--- config.mk ---
export PLATFORM = sky130hd
export DESIGN_NAME = hamming_decoder
export DESIGN_NICKNAME = d
export VERILOG_FILES = /design/src/rtl/hamming_decoder.sv
export SDC_FILE = /design/constraint.sdc
export NUM_CORES = 1
export LEC_CHECK = 0
export BUFFER_PORTS_ARGS = -buffer_cell sky130_fd_sc_hd__buf_2
export CORE_MARGIN = 2
export CORE_UTILIZATION = 50
export DETAILED_ROUTE_END_ITERATION = 8
export GPL_ROUTABILITY_DRIVEN = 1
export PLACE_DENSITY = 0.85
export SYNTH_ARGS = -nofsm -noshare
export SYNTH_HDL_FRONTEND = slang
export SYNTH_SLANG_ARGS = --single-unit
--- constraint.sdc ---
create_clock -name clk -period 1.9 [get_ports clk]
set_clock_uncertainty 0.1 [all_clocks]
set_input_delay 0.095 -clock clk [delete_from_list [all_inputs] [get_ports clk]]
set_output_delay 0.095 -clock clk [all_outputs]
set_load 0.01 [all_outputs]
--- src/rtl/hamming_decoder.sv ---
// Serial Hamming(7,4) receiver: collects a 7-bit codeword, corrects a
// single-bit error, then presents the data in parallel and serially.
module hamming_decoder (
  input  logic       clk,
  input  logic       rst,
  input  logic       sin,
  input  logic       sof,
  output logic [3:0] data,
  output logic [2:0] syn,
  output logic       err,
  output logic       dvalid,
  output logic       so,
  output logic       so_valid,
  output logic [2:0] count,
  output logic       busy
);

  typedef enum logic [1:0] {
    IDLE,
    RECV,
    CORR,
    SEND
  } state_t;

  state_t     state;
  state_t     state_nx;
  logic [7:1] cw;
  logic [2:0] acc;
  logic [1:0] sidx;
  logic [2:0] pos;
  logic [7:1] fix;
  logic [7:1] cwc;

  assign busy = (state != IDLE);
  assign pos  = count + 3'd1;

  // Syndrome equals the bad position, so the flip mask is its one-hot.
  always_comb begin
    fix = '0;
    for (int i = 1; i <= 7; i++) begin
      fix[i] = (acc == 3'(i));
    end
  end

  assign cwc = cw ^ fix;

  always_ff @(posedge clk or posedge rst) begin
    if (rst) begin
      state <= IDLE;
    end else begin
      state <= state_nx;
    end
  end

  always_comb begin
    state_nx = state;
    if (sof) begin
      state_nx = RECV;
    end else begin
      unique case (state)
        IDLE: state_nx = IDLE;
        RECV: if (count == 3'd6) state_nx = CORR;
        CORR: state_nx = SEND;
        SEND: if (sidx == 2'd3) state_nx = IDLE;
      endcase
    end
  end

  always_ff @(posedge clk or posedge rst) begin
    if (rst) begin
      cw       <= '0;
      acc      <= '0;
      sidx     <= '0;
      count    <= '0;
      data     <= '0;
      syn      <= '0;
      err      <= 1'b0;
      dvalid   <= 1'b0;
      so       <= 1'b0;
      so_valid <= 1'b0;
    end else begin
      dvalid <= 1'b0;
      if (sof) begin
        cw       <= {6'b0, sin};
        acc      <= {2'b0, sin};
        count    <= 3'd1;
        sidx     <= '0;
        so       <= 1'b0;
        so_valid <= 1'b0;
      end else begin
        unique case (state)
          IDLE: ;
          RECV: begin
            cw[pos] <= sin;
            acc     <= acc ^ (sin ? pos : 3'd0);
            count   <= pos;
          end
          CORR: begin
            data     <= {cwc[3], cwc[5], cwc[6], cwc[7]};
            syn      <= acc;
            err      <= |acc;
            dvalid   <= 1'b1;
            so       <= cwc[3];
            so_valid <= 1'b1;
            count    <= '0;
            sidx     <= '0;
          end
          SEND: begin
            sidx <= sidx + 2'd1;
            unique case (sidx)
              2'd0: so <= data[2];
              2'd1: so <= data[1];
              2'd2: so <= data[0];
              2'd3: begin
                so       <= 1'b0;
                so_valid <= 1'b0;
              end
            endcase
          end
        endcase
      end
    end
  end

endmodule

# Yosys cells after proc, flatten, opt, wreduce, memory -nomap -nowiden
# Index checks and enable logic that the tools add are counted.
# word_totals
elab_cells	69
out_inout_bits	15
inputBits	4
regBits	28
# op_classes
eq_ne	16
bitwise	3
reduce_logical	11
n_mux	24
addsub	2
order_cmp	2
# op_table
operator	n
$eq 3x3->1 const B	5
$mux 7	2
$mux 3	4
$eq 2x2->1 const B	4
$mux 2	4
$pmux 2 s4	1
$bwmux 7	1
$xor 7x7->7	1
$eq 3x2->1 const B	2
$mux 1	6
$ne 3x3->1 const B	2
$pmux 3 s2	1
$reduce_and 2->1	3
$reduce_bool 3->1	2
$eq 2x1->1 const B	2
$logic_not 2->1	2
$lt 3x4->1 const B	1
$pmux 1 s2	2
$pmux 1 s4	1
$pmux 2 s2	1
$reduce_bool 2->1	2
$add 3x1->3 const B	1
$demux 1 s3	1
$eq 3x1->1 const B	1
6 further kinds	6

# Longest topological paths before layout
# logic_depth
word_depth	8
ltp_mapped	6
mapped_depth_nobuf	5

# Least setup slack after synthesis
# Ideal clock, no wire load.
# synth_timing
path_kind	reg2reg
startpoint	register state[1]
endpoint	register state[0]
stages_incl_launch_ff	7
t_arrival_ns	1.702
setup_ns	0.125
n_path_buf	1
setup_slack_ns	-0.026
t_required_ns	1.675
synth_period_minus_slack_ns	1.926
path_cell_list	dfrtp_1 > inv_1 > ha_1 > buf_2 > a21bo_2 > a21oi_1 > mux2_2
# synth_via
elab_chain_cells	3
word_cells_on_any_way	9
cone_classes	5 x eq/ne; 2 x mux; 2 x reduce/logical
# synth_lines
item	line	source
start: declaration	25	state_t state;
start signal: assignment	51	state <= state_nx;
$eq 2x2->1 (tied with other cells)	60	unique case (state)
$pmux 2 s4 / $ne 3x3->1 (equally long branches)	n/a	
$mux 2 / $reduce_and 2->1 (equally long branches)	n/a	
# Parallel ways exist; a longest one is shown, timed or not.
# A chain may end at the register's enable or synchronous reset.

# Worst setup path in the final report
# layout_timing
startpoint	register count[0]
endpoint	register cw[6] (netlist bit)
# layout_via
elab_chain_cells	8
word_cells_on_any_way	9
cone_classes	1 x add/sub; 2 x order compare; 5 x mux; 1 x reduce/logical
# layout_lines
item	line	source
start: declaration	14	output logic [2:0] count,
start signal: assignment	96	count <= pos;
$add 3x1->3 (*)	35	assign pos = count + 3'd1;
$lt 3x4->1 (implied by the code) / $ge 3x1->1 (equally long branches)	94	cw[pos] <= sin;
$logic_and 1x1->1 (implied by the code)	94	
$mux 1 (implied by the code)	94	
$demux 1 s3 (*)	94	
$bwmux 7 (*)	94	
$mux 7 (*)	91	unique case (state)
$mux 7 (*)	83	if (sof) begin
end signal: assignment	84	cw <= {6'b0, sin};
end signal: indexed assignment	94	
end: declaration	27	logic [7:1] cw;
# Every way passes the cells marked *; elsewhere a longest branch is shown, timed or not. The select of a mux whose other input is x is not followed.

==> impl_results.html <==
<table>
<tr><th>Metric</th><th>Value</th></tr>
<tr><th colspan="2">Status</th></tr>
<tr><td>Result of the run</td><td>complete, no violations</td></tr>
<tr><th colspan="2">Drt</th></tr>
<tr><td>Starting DRT DRC Count</td><td>33</td></tr>
<tr><td>Total wire length</td><td>about 2600 um</td></tr>
<tr><td>Number of detailed-routing iterations run before antenna repair</td><td>4</td></tr>
<tr><td>Routed wirelength normalized by instance count</td><td>13.9 um</td></tr>
<tr><td>DRT antenna net count</td><td>0</td></tr>
<tr><td>DR vias</td><td>1,022</td></tr>
<tr><td>Average via count per standard cell</td><td>about 5.5</td></tr>
<tr><td>DRC violations left</td><td>0</td></tr>
<tr><th colspan="2">Critical path</th></tr>
<tr><td>Critical path arrival</td><td>~2 ns</td></tr>
<tr><td>Kind of start point of the critical path</td><td>flip-flop</td></tr>
<tr><td>Critical path destination</td><td>cw[6]</td></tr>
<tr><td>Top fanout value on the critical path</td><td>5</td></tr>
<tr><td>Worst-case register-to-register setup slack</td><td>0.11 ns</td></tr>
<tr><td>Worst Path Required</td><td>2.06 ns</td></tr>
<tr><td>Worst reg2reg endpoint</td><td>cw[6]</td></tr>
<tr><td>Number of buffers and inverters on the critical path</td><td>1</td></tr>
<tr><td>Total number of cells along the worst setup path</td><td>5</td></tr>
<tr><td>Master of the slowest instance on the critical path</td><td>sky130_fd_sc_hd__or4b_1</td></tr>
<tr><td>Count of cells along the worst register-to-register path</td><td>5</td></tr>
<tr><td>Largest delay contributor family on the critical path</td><td>simple AND/OR/NAND/NOR gates</td></tr>
<tr><td>Setup CP Type</td><td>reg -&gt; reg</td></tr>
<tr><td>Crit-path cells</td><td>inv_1, ha_1, nand2b_1, or4b_1, a21oi_1</td></tr>
<tr><td>Worst path max stage delay</td><td>between 0.4 and 0.5 ns</td></tr>
<tr><td>Launch point of the worst reg-to-reg path</td><td>count[0]</td></tr>
<tr><td>Crit path capture type</td><td>flip-flop</td></tr>
<tr><td>Worst setup path startpoint</td><td>count[0]</td></tr>
<tr><th colspan="2">Clocking</th></tr>
<tr><td>Clock Latency Late Sink</td><td>0.33 ns</td></tr>
<tr><td>Maximum clock path buffer count</td><td>2</td></tr>
<tr><td>Number of buffers inserted during clock tree synthesis</td><td>3</td></tr>
<tr><td>Sink Count</td><td>25</td></tr>
<tr><td>CTS Root Buffer Type</td><td>sky130_fd_sc_hd__clkbuf_4</td></tr>
<tr><td>Clock transition at the registers of the reported paths</td><td>0.14 ns</td></tr>
<tr><td>Clock tree from TritonCTS</td><td>built</td></tr>
<tr><td>H-Tree Level Count</td><td>1</td></tr>
<tr><th colspan="2">Final layout</th></tr>
<tr><td>Multi-input combinational cell area</td><td>roughly 650 um2</td></tr>
<tr><td>Register Area</td><td>between 600 and 700 um2</td></tr>
<tr><td>Fill cells</td><td>approximately 210</td></tr>
<tr><td>Proportion of layout cells with a drive suffix above 1</td><td>0.244</td></tr>
<tr><td>Number of antenna cells inserted</td><td>0</td></tr>
<tr><td>Count of nets after finishing</td><td>171</td></tr>
<tr><td>Synth-to-Final Area Change</td><td>16.6%</td></tr>
<tr><th colspan="2">Power</th></tr>
<tr><td>Sw Share</td><td>0.394</td></tr>
<tr><td>Comb pwr share</td><td>0.447</td></tr>
<tr><td>Standby leakage power</td><td>0.758 nW</td></tr>
<tr><td>Sequential cell fraction of total power</td><td>0.421</td></tr>
<tr><td>Net switching power of the design</td><td>roughly 0.74 mW</td></tr>
<tr><td>Power per standard cell area</td><td>1210 mW/mm2</td></tr>
<tr><td>Largest voltage drop on the vdd net</td><td>0.730 mV</td></tr>
<tr><td>Pwr Total</td><td>~1.9 mW</td></tr>
<tr><td>Cell-internal power</td><td>between 1 and 1.5 mW</td></tr>
<tr><td>Fraction of power consumed by the clock network</td><td>0.132</td></tr>
<tr><th colspan="2">Logic synthesis</th></tr>
<tr><td>Portion of the post-synthesis area used by sequential elements</td><td>0.473</td></tr>
<tr><td>Register bit count reported by yosys</td><td>25</td></tr>
<tr><td>Leading register cell type out of synthesis</td><td>sky130_fd_sc_hd__dfrtp_1</td></tr>
<tr><td>Count of flip-flops with a built-in enable after synthesis</td><td>0</td></tr>
<tr><td>Synthesized netlist cell count</td><td>129</td></tr>
<tr><td>Yosys warns</td><td>0</td></tr>
<tr><td>Post-synthesis cell type with the largest combined area</td><td>sky130_fd_sc_hd__dfrtp_1</td></tr>
<tr><td>Most frequent cells after synthesis</td><td>25 x sky130_fd_sc_hd__dfrtp_1, 12 x sky130_fd_sc_hd__nand2_1, 10 x sky130_fd_sc_hd__ha_1</td></tr>
<tr><td>Most area-consuming cells after synthesis</td><td>sky130_fd_sc_hd__dfrtp_1 47%, sky130_fd_sc_hd__ha_1 9.5%, sky130_fd_sc_hd__xor2_1 4.6%</td></tr>
<tr><td>Net count after synthesis</td><td>143</td></tr>
<tr><td>Distinct cells, synth</td><td>31</td></tr>
<tr><td>Top-count cell post-synth</td><td>sky130_fd_sc_hd__dfrtp_1</td></tr>
<tr><td>Average footprint of a synthesized cell</td><td>~10 um2</td></tr>
<tr><td>Portion of synthesized cell area occupied by the leading cell type</td><td>0.473</td></tr>
<tr><td>Proportion of synthesized flip-flops having asynchronous set or reset</td><td>1.00</td></tr>
<tr><td>Synth Cell Area</td><td>~0.0013 mm2</td></tr>
<tr><th colspan="2">STA</th></tr>
<tr><td>Setup repair after global routing missed its margin</td><td>no</td></tr>
<tr><td>Slew HR</td><td>0.774</td></tr>
<tr><td>Highest achievable clock rate</td><td>roughly 560 MHz</td></tr>
<tr><td>Final setup viols</td><td>0</td></tr>
<tr><td>Worst hold-check slack</td><td>0.0287 ns</td></tr>
<tr><td>Minimum period implied by the final worst setup slack</td><td>1.79 ns</td></tr>
<tr><td>Sum Neg Setup Slack</td><td>0 ns</td></tr>
<tr><td>Tightest Pin Transition</td><td>0.337 ns</td></tr>
<tr><td>Hold violation count in the final report</td><td>0</td></tr>
<tr><td>Portion of the clock cycle consumed by the worst path in the final layout</td><td>0.944</td></tr>
<tr><td>Pins Over Slew Limit</td><td>0</td></tr>
<tr><th colspan="2">Place</th></tr>
<tr><td>Gpl congestion</td><td>0.914</td></tr>
<tr><td>DP HPWL</td><td>1860 um</td></tr>
<tr><td>IO buf count</td><td>18</td></tr>
<tr><th colspan="2">Hold path</th></tr>
<tr><td>Type of the tightest min-delay check</td><td>in -&gt; reg</td></tr>
<tr><th colspan="2">Global route</th></tr>
<tr><td>Maximum number of pins on one net before global-route repair</td><td>26</td></tr>
<tr><td>Total gr overflow</td><td>0</td></tr>
<tr><td>Aggregate global-route resource usage</td><td>0.181</td></tr>
<tr><td>Number of global-route vias before repair</td><td>slightly above 1,000</td></tr>
<tr><td>Antenna violations before repair</td><td>0</td></tr>
<tr><td>Wire length of the first global-routing pass</td><td>4460 um</td></tr>
<tr><th colspan="2">Floorplanning</th></tr>
<tr><td>Number of top-level pins</td><td>19</td></tr>
<tr><td>Core outline area</td><td>0.00250 mm2</td></tr>
<tr><td>Overall die height</td><td>55.4 um</td></tr>
<tr><td>Initial core utilization</td><td>0.529</td></tr>
<tr><td>Floorplan die area</td><td>just over 0.003 mm2</td></tr>
<tr><td>Total number of placement rows</td><td>18</td></tr>
<tr><td>Die Width</td><td>55.4 um</td></tr>
<tr><th colspan="2">Run</th></tr>
<tr><td>Number of maximum-capacitance violations</td><td>0</td></tr>
</table>
==> repair_timing <==
action,CTS,global route
gates resized for setup,0,2
hold buffers,2,0
buffers inserted,0,1
setup endpoints to repair,0,3
hold endpoints to repair,28,0
==> flip-flops by register name, indices dropped and copies added, names as in the netlist <==
register  count
count         3
syn           3
state         2
sidx          2
dvalid        1
so            1
so_valid      1
acc           3
data          4
cw            4
err           1
==> layout by cell type (no fill, tap or decap) <==
master / instances
sky130_fd_sc_hd__and3b_1: 1
sky130_fd_sc_hd__buf_4: 7
sky130_fd_sc_hd__ha_1: 10
sky130_fd_sc_hd__or3b_2: 1
sky130_fd_sc_hd__o31ai_1: 3
sky130_fd_sc_hd__nor3b_1: 2
sky130_fd_sc_hd__a21bo_2: 1
sky130_fd_sc_hd__xor2_1: 7
sky130_fd_sc_hd__nand3b_1: 5
sky130_fd_sc_hd__or4b_1: 1
sky130_fd_sc_hd__or3_2: 1
sky130_fd_sc_hd__clkbuf_1: 1
sky130_fd_sc_hd__clkbuf_4: 3
sky130_fd_sc_hd__dlygate4sd3_1: 2
sky130_fd_sc_hd__nand2b_1: 6
sky130_fd_sc_hd__inv_2: 1
sky130_fd_sc_hd__o41ai_1: 1
sky130_fd_sc_hd__a221o_1: 1
sky130_fd_sc_hd__mux2_2: 3
sky130_fd_sc_hd__nor3_1: 1
sky130_fd_sc_hd__nand3_1: 5
sky130_fd_sc_hd__a21oi_1: 9
sky130_fd_sc_hd__inv_1: 8
sky130_fd_sc_hd__a311o_1: 1
sky130_fd_sc_hd__or2_2: 1
sky130_fd_sc_hd__nand2_1: 12
sky130_fd_sc_hd__o21bai_1: 1
sky130_fd_sc_hd__o21ai_0: 9
sky130_fd_sc_hd__xnor2_2: 1
sky130_fd_sc_hd__nor2_1: 4
sky130_fd_sc_hd__a2bb2oi_1: 1
sky130_fd_sc_hd__a32oi_1: 1
sky130_fd_sc_hd__mux2i_1: 1
sky130_fd_sc_hd__xnor2_1: 1
sky130_fd_sc_hd__dfrtp_1: 24
sky130_fd_sc_hd__buf_2: 18
sky130_fd_sc_hd__dfrtp_2: 1
==> worst min-delay path by stage <==
stage	start	endpoint	slack (ns)	cells after the start
after floorplan	rst	acc[0]	0.02	1
after global placement	rst	sidx[1]	0.05	3
after detailed placement	rst	data[0]	0.06	3
after CTS	sof	acc[1]	0.03	2
after global routing	sof	so_valid	0.06	2
final	sof	so_valid	0.03	2
==> stage by stage <==
stage / instances / cell area [um2] / util / setup WS [ns]
after floorplan: 129 / 1320 / - / 0.0168
after global placement: 179 / 1480 / 0.591 / 0.161
after detailed placement: 179 / 1480 / 0.591 / 0.0712
after CTS: 185 / 1520 / 0.610 / 0.0457
after global routing: 186 / 1540 / 0.616 / 0.00750
final: 186 / 1540 / 0.616 / 0.106
==> power by group through the flow <==
| stage | logic (mW) | registers, mW | clock network [mW] |
|---|---|---|---|
| floorplan | 0.472 | 0.829 | 0 |
| global placement | 0.764 | 0.781 | 0 |
| detailed placement | 0.801 | 0.797 | 0 |
| CTS | 0.808 | 0.785 | 0.244 |
| global route | 0.933 | 0.807 | 0.266 |
| finish | 0.835 | 0.786 | 0.246 |
==> cell type report <==
type | instances | area share
Inverter | 9 | 0.0219
Sequential cell | 25 | 0.407
Timing Repair Buffer | 27 | 0.106
Clock buffer | 4 | 0.0171
Tap cell | 30 | 0.0244
Multi-Input combinational cell | 91 | 0.424
==> cell families after synthesis <==
| family | after synthesis | share of synthesized area |
|---|---|---|
| flip-flops | 25 | 0.473 |
| multiplexers | 4 | 0.0331 |
| AND/OR/NAND/NOR | 40 | 0.168 |
| AO/OA/AOI/OAI | 28 | 0.134 |
| buffers and inverters | 13 | 0.0379 |
| XOR/XNOR | 9 | 0.0597 |
| adder cells (fa/ha/maj) | 10 | 0.0947 |
==> routing by layer <==
layer,wire length (um),share of wire,up-vias,track usage
li1,-,-,502,-
met1,1170,0.45,499,0.235
met2,1280,0.49,16,0.294
met3,89,0.034,5,0.0375
met4,47,0.018,0,0.0767
met5,0,0,-,0
(Power assumes the default switching activity.)
